--- config.mk ---
export PLATFORM = sky130hd
export DESIGN_NAME = regfile_access_arbiter
export DESIGN_NICKNAME = d
export VERILOG_FILES = /design/src/rtl/regfile_access_arbiter.sv
export SDC_FILE = /design/constraint.sdc
export NUM_CORES = 1
export LEC_CHECK = 0
export CAP_MARGIN = 20
export CORE_AREA = 5 5 122 95
export CTS_BUF_LIST = sky130_fd_sc_hd__clkbuf_8 sky130_fd_sc_hd__clkbuf_16
export DETAILED_ROUTE_END_ITERATION = 6
export DIE_AREA = 0 0 127 100
export GPL_TIMING_DRIVEN = 0
export PLACE_DENSITY = 0.79
export SETUP_SLACK_MARGIN = 0.2
export SYNTH_ARGS = -nofsm -noshare
export SYNTH_HDL_FRONTEND = slang
export SYNTH_SLANG_ARGS = --single-unit
--- constraint.sdc ---
create_clock -name CLK -period 2.2 [get_ports CLK]
set_clock_uncertainty 0.1 [all_clocks]
set_input_delay 0.44 -clock CLK [delete_from_list [all_inputs] [get_ports CLK]]
set_output_delay 0.44 -clock CLK [all_outputs]
set_load 0.05 [all_outputs]
--- src/rtl/regfile_access_arbiter.sv ---
// Shares the regfile auxiliary port between soc_control (DBG) and fault injection (FI), halting the core first.
// Optional halt watchdog enabled by defining ARB_HALT_TIMEOUT_EN.

`ifndef REG_ADDR_WIDTH
`define REG_ADDR_WIDTH 5
`endif
`ifndef DATA_WIDTH
`define DATA_WIDTH 32
`endif

module regfile_access_arbiter #(
    parameter int RELEASE_DELAY = 4
`ifdef ARB_HALT_TIMEOUT_EN
    ,
    parameter int HALT_TIMEOUT  = 64
`endif
) (
    input  logic                        CLK,
    input  logic                        RSTn,
    output logic                        cpu_stop,
    input  logic                        cpu_halted,
    input  logic                        dbg_req,
    input  logic                        dbg_we,
    input  logic [`REG_ADDR_WIDTH-1:0]  dbg_addr,
    input  logic [`DATA_WIDTH-1:0]      dbg_wdata,
    output logic                        dbg_ack,
    output logic                        dbg_err,
    output logic [`DATA_WIDTH-1:0]      dbg_rdata,
    input  logic                        fi_req,
    input  logic                        fi_we,
    input  logic [`REG_ADDR_WIDTH-1:0]  fi_addr,
    input  logic [`DATA_WIDTH-1:0]      fi_wdata,
    output logic                        fi_ack,
    output logic                        fi_err,
    output logic [`DATA_WIDTH-1:0]      fi_rdata,
    output logic [`REG_ADDR_WIDTH-1:0]  rf_addr,
    output logic                        rf_write_enable,
    output logic [`DATA_WIDTH-1:0]      rf_write_data,
    input  logic [`DATA_WIDTH-1:0]      rf_read_data
);

    localparam int AW = `REG_ADDR_WIDTH;
    localparam int DW = `DATA_WIDTH;

    typedef enum logic [2:0] {
        ST_RUN,
        ST_HALT_WAIT,
        ST_ISSUE,
        ST_CAPTURE,
        ST_HOLD
    } state_e;

    typedef enum logic {
        GNT_DBG = 1'b0,
        GNT_FI  = 1'b1
    } grant_e;

    state_e        state_q, state_d;
    grant_e        grant_q, grant_d;
    grant_e        last_grant_q, last_grant_d;
    logic [7:0]    hold_cnt_q, hold_cnt_d;
    logic [DW-1:0] dbg_rdata_q, dbg_rdata_d;
    logic [DW-1:0] fi_rdata_q, fi_rdata_d;

`ifdef ARB_HALT_TIMEOUT_EN
    localparam int TW = ($clog2(HALT_TIMEOUT) > 0) ? $clog2(HALT_TIMEOUT) : 1;
    logic [TW-1:0] to_cnt_q, to_cnt_d;
`endif

    logic          any_req;
    logic          sel_we;
    logic [AW-1:0] sel_addr;
    logic [DW-1:0] sel_wdata;
    logic          sel_x0_write;
    logic          other_req;

    // Round-robin pick: a tie goes to whoever was not served last.
    function automatic grant_e pick_grant(input logic d_req, input logic f_req, input grant_e last);
        if (d_req && f_req) begin
            return (last == GNT_DBG) ? GNT_FI : GNT_DBG;
        end
        return d_req ? GNT_DBG : GNT_FI;
    endfunction

    assign any_req      = dbg_req | fi_req;
    assign sel_we       = (grant_q == GNT_FI) ? fi_we    : dbg_we;
    assign sel_addr     = (grant_q == GNT_FI) ? fi_addr  : dbg_addr;
    assign sel_wdata    = (grant_q == GNT_FI) ? fi_wdata : dbg_wdata;
    assign sel_x0_write = sel_we && (sel_addr == '0);
    assign other_req    = (grant_q == GNT_FI) ? dbg_req : fi_req;

    always_comb begin
        state_d         = state_q;
        grant_d         = grant_q;
        last_grant_d    = last_grant_q;
        hold_cnt_d      = hold_cnt_q;
        dbg_rdata_d     = dbg_rdata_q;
        fi_rdata_d      = fi_rdata_q;
        cpu_stop        = (state_q != ST_RUN);
        rf_addr         = '0;
        rf_write_enable = 1'b0;
        rf_write_data   = '0;
        dbg_ack         = 1'b0;
        dbg_err         = 1'b0;
        fi_ack          = 1'b0;
        fi_err          = 1'b0;
`ifdef ARB_HALT_TIMEOUT_EN
        to_cnt_d        = to_cnt_q;
`endif

        case (state_q)
            ST_RUN: begin
`ifdef ARB_HALT_TIMEOUT_EN
                to_cnt_d = '0;
`endif
                if (any_req) begin
                    state_d = ST_HALT_WAIT;
                end
            end

            ST_HALT_WAIT: begin
                if (cpu_halted) begin
                    if (any_req) begin
                        state_d = ST_ISSUE;
                        grant_d = pick_grant(dbg_req, fi_req, last_grant_q);
                    end else begin
                        state_d    = ST_HOLD;
                        hold_cnt_d = 8'(RELEASE_DELAY - 1);
                    end
                end
`ifdef ARB_HALT_TIMEOUT_EN
                // Core never stopped: refuse everything pending and let it run again.
                else if (to_cnt_q == TW'(HALT_TIMEOUT - 1)) begin
                    dbg_ack = dbg_req;
                    dbg_err = dbg_req;
                    fi_ack  = fi_req;
                    fi_err  = fi_req;
                    state_d = ST_RUN;
                end else begin
                    to_cnt_d = to_cnt_q + 1'b1;
                end
`endif
            end

            ST_ISSUE: begin
                rf_addr         = sel_addr;
                rf_write_data   = sel_wdata;
                rf_write_enable = sel_we && !sel_x0_write;
                state_d         = ST_CAPTURE;
            end

            ST_CAPTURE: begin
                if (grant_q == GNT_FI) begin
                    fi_ack = 1'b1;
                    fi_err = sel_x0_write;
                    if (!sel_we) begin
                        fi_rdata_d = rf_read_data;
                    end
                end else begin
                    dbg_ack = 1'b1;
                    dbg_err = sel_x0_write;
                    if (!sel_we) begin
                        dbg_rdata_d = rf_read_data;
                    end
                end
                last_grant_d = grant_q;
                if (other_req) begin
                    state_d = ST_ISSUE;
                    grant_d = (grant_q == GNT_FI) ? GNT_DBG : GNT_FI;
                end else begin
                    state_d    = ST_HOLD;
                    hold_cnt_d = 8'(RELEASE_DELAY - 1);
                end
            end

            ST_HOLD: begin
                if (any_req) begin
                    state_d = ST_ISSUE;
                    grant_d = pick_grant(dbg_req, fi_req, last_grant_q);
                end else if (hold_cnt_q == 8'd0) begin
                    state_d = ST_RUN;
                end else begin
                    hold_cnt_d = hold_cnt_q - 8'd1;
                end
            end

            default: begin
                state_d = ST_RUN;
            end
        endcase
    end

    // Read data is visible in the ack cycle, then held until that requester's next read.
    assign dbg_rdata = dbg_rdata_d;
    assign fi_rdata  = fi_rdata_d;

    always_ff @(posedge CLK or negedge RSTn) begin
        if (!RSTn) begin
            state_q      <= ST_RUN;
            grant_q      <= GNT_DBG;
            last_grant_q <= GNT_FI;
            hold_cnt_q   <= 8'd0;
            dbg_rdata_q  <= '0;
            fi_rdata_q   <= '0;
        end else begin
            state_q      <= state_d;
            grant_q      <= grant_d;
            last_grant_q <= last_grant_d;
            hold_cnt_q   <= hold_cnt_d;
            dbg_rdata_q  <= dbg_rdata_d;
            fi_rdata_q   <= fi_rdata_d;
        end
    end

`ifdef ARB_HALT_TIMEOUT_EN
    always_ff @(posedge CLK or negedge RSTn) begin
        if (!RSTn) begin
            to_cnt_q <= '0;
        end else begin
            to_cnt_q <= to_cnt_d;
        end
    end
`endif

endmodule

==> implementation parameters <==
Parameter                              Value

Critical path
  Kind of start point of the critical path    flip-flop
  Class of the most critical setup path    reg2out
  Critical Path RT    around 1.7 ns
  Beginning of the critical path    state_q[0]
  Setup crit end kind    output pin
  Highest fanout seen on the critical path    6
  Startpoint of the lowest-slack register-to-register path    state_q[0]
  Data arrival, critical path    around 2.2 ns

Drt
  Detailed-route vias per instance    roughly 5.2
  Wire length per cell    between 20 and 25 um
  1st-iter DRT viols    between 200 and 250
  Number of remaining DRC errors    0
  Number of optimization iterations in the first detailed-route pass    7
  Final wirelength    between 15000 and 20000 um
  DR vias    approximately 4000
  Number of antenna-violating nets in the routed design    0

Power
  Sw power    slightly above 0.007 W
  Share of power burned in the clock network    ~10%
  Relative contribution of sequential cells to total power    between 10% and 20%
  Share of total power in combinational logic    74.1%
  Cell internal pwr    around 0.0083 W
  Leakage Power    3.84 nW
  Max rail drop VDD    between 1000 and 1500 uV
  Net switching fraction of the power    46.6%
  Pwr per Cell Area    1790 nW/um^2

GRT
  GRT Util Overall    24.8%
  Global route overflow    0
  Largest net degree at the start of global routing    about 70
  Initial antenna violation count    1
  Vias in the first global route    around 4300
  Wire length of the first global-routing pass    24200 um

Floorplanning
  Total number of placement rows    32
  Total die area    approximately 13000 sq um
  DIE HEIGHT    approximately 100 um
  Placeable core region    around 10000 sq um
  Initial core utilization    between 30% and 40%
  Number of placed I/O pins    220
  Die boundary width    about 130 um

Placement
  Half-perimeter wire length after placement    ~10000 um
  Routability congestion estimate from global placement    just under 0.8
  Placed instance count    between 600 and 700
  Port bufs    219
  Place WS    -1.08 ns

Min path
  Hold WC Path Type    in2async

STA
  Hold Vio Cnt, Final    0
  Sum of negative setup slack    -46.57 ns
  Headroom to the max-slew limit    between 40% and 50%
  Final max-slew violation count    0
  Total setup violations reported at the end of the flow    105
  Final cycle utilization of the critical path    127%
  Minimum period implied by the final worst setup slack    about 2.8 ns
  Final critical-path setup slack    -0.584 ns
  Maximum achievable frequency    359 MHz
  RSZ-0062 raised after global routing    yes
  Pin slew with the least headroom to its limit    0.801 ns

Synth
  Post-Synthesis Net Count    approximately 440
  Post-synth EDFFs    0
  Number of warnings reported in the yosys synthesis log    0
  Post-synthesis register bit count    77
  Cell type contributing the most total cell area after synthesis    dfrtp_1
  Top cells by area, synth    dfrtp_1 50%, mux2_2 18%, mux2i_1 10%
  Asr flop ratio synth    100%
  Post-synthesis instance area    roughly 3800 sq um
  Sequential fraction of the synthesis area    about half
  Fraction of post-synthesis cell area in the top cell type by area    between 50% and 60%
  Per-instance average area after synthesis    roughly 12 sq um
  Instance count of the mapped netlist    roughly 320
  Most common flop cell mapped by yosys    dfrtp_1
  Number of distinct library cells after synthesis    46

Clocking
  CTS tree    done
  Longest Clk Path Bufs    2
  Worst-path clk slew    ~0.060 ns
  Number of clock sinks    77
  Clock latency reported for the late side of the worst-skew pair    between 0.3 and 0.4 ns
  H-tree levels    3
  CTS root buffer    clkbuf_16
  Total CTS buffers    9

Finish
  Most used cells in the layout excluding fill and tap cells    107 x clkdlybuf4s50_1, 85 x buf_6, 75 x dfrtp_1
  Final-layout fill cell count    ~470
  Final cell count without fillers    around 770
  Relative area change from synthesis to final layout    128%
  Number of nets in the layout    740
  Leading cell type in the layout, fill and taps excluded    clkdlybuf4s50_1
  Fraction of layout instances using a drive strength above 1    between 50 and 60%

Run
  Total of max-cap violations    0

Run status
  Outcome    finished, violations left
  Failing checks    setup timing
## sequential cells by signal, indices dropped and copies added, names as in the netlist
name and count:
dbg_rdata_q 32, state_q 3, fi_rdata_q 32, last_grant_q 1
grant_q 1, hold_cnt_q 8
## per-layer routing
layer  global-route usage (%)  part of all wire [%]  vias to the layer above
li1                         -                     -                     1760
met1                     28.1                    36                     2000
met2                     45.1                    55                      190
met3                     7.29                   5.7                       59
met4                     7.50                   3.8                        0
met5                        0                     0                        -
## per-stage QoR
stage | power, W | util [%] | hold WS (ns) | area [sq um]
2_1_floorplan | 0.00829 | - | 0.0444 | 4290
3_3_place_gp | 0.0106 | 65.4 | 0.351 | 6650
3_5_place_dp | 0.0107 | 65.7 | 0.193 | 6680
4_1_cts | 0.0144 | 80.3 | 0.371 | 8160
5_1_grt | 0.0160 | 85.1 | 0.401 | 8650
6_report | 0.0155 | 85.1 | 0.386 | 8650
## synth_stat cells (3+ instances only)
master / number
a21oi_1: 3
a31oi_1: 3
buf_1: 3
buf_2: 8
clkbuf_1: 6
dfrtp_1: 76
inv_1: 11
mux2_1: 3
mux2_2: 62
mux2i_1: 39
nand2_1: 8
nor2_1: 49
nor3_1: 4
nor3b_1: 3
o21ai_0: 3
## path summary, 6_finish.rpt
path | slack [ns] | depth (start not counted) | end
max | -0.58 | 8 | fi_rdata[11]
min | 0.39 | 2 | hold_cnt_q[7]
max reg2reg | 0.12 | 8 | fi_rdata_q[18]
min reg2reg | 0.40 | 1 | fi_rdata_q[25]
max in group asynchronous | 1.00 | 3 | last_grant_q
min in group CLK | 0.40 | 1 | fi_rdata_q[25]
## critical path: stages (launching register included)
cell and delay, ns:
dfrtp_1 0.39, buf_6 0.14, nand4_1 0.24, nor2_4 0.25, buf_12 0.16, buf_8 0.11
buf_16 0.11, mux2_4 0.32, buf_6 0.16
## kinds of logic (layout without fill, tap and decap cells)
group | Yosys count | in the layout | synth area share (%)
buf+inv | 29 | 337 | 3.33
compound gates | 29 | 30 | 5.99
flops | 77 | 77 | 50.7
simple gates | 80 | 80 | 9.75
fa+ha+maj | 2 | 2 | 0.658
mux | 104 | 104 | 29.5
other cells | 0 | 1 | 0
## cell type report
type	count	area (sq um)	share of cell area [%]
clock inverter	7	91.3	1.06
tap	136	170	1.97
multi-input combinational	216	2440	28.2
antenna	1	2.50	0.0289
timing repair buffer	292	3440	39.8
buffer	18	307	3.54
clock buffer	9	225	2.60
sequential	77	1930	22.3
inverter	11	43.8	0.506
## power groups by stage
stage	combinational (W)	clock, W	sequential (W)
6_report	0.0115	0.00158	0.00243
5_1_grt	0.0118	0.00168	0.00250
4_1_cts	0.0104	0.00159	0.00238
3_5_place_dp	0.00836	0	0.00238
3_3_place_gp	0.00829	0	0.00235
2_1_floorplan	0.00599	0	0.00230
## what timing repair did
item / CTS / global route
buffers inserted: 39 / 24
hold buffers: 1 / 0
pin swaps: 11 / 31
resized for setup: 896 / 73
gates cloned: 7 / 2
setup endpoints to repair: 157 / 128
endpoints found under the hold margin: 9 / 0
(Power assumes the default switching activity.)
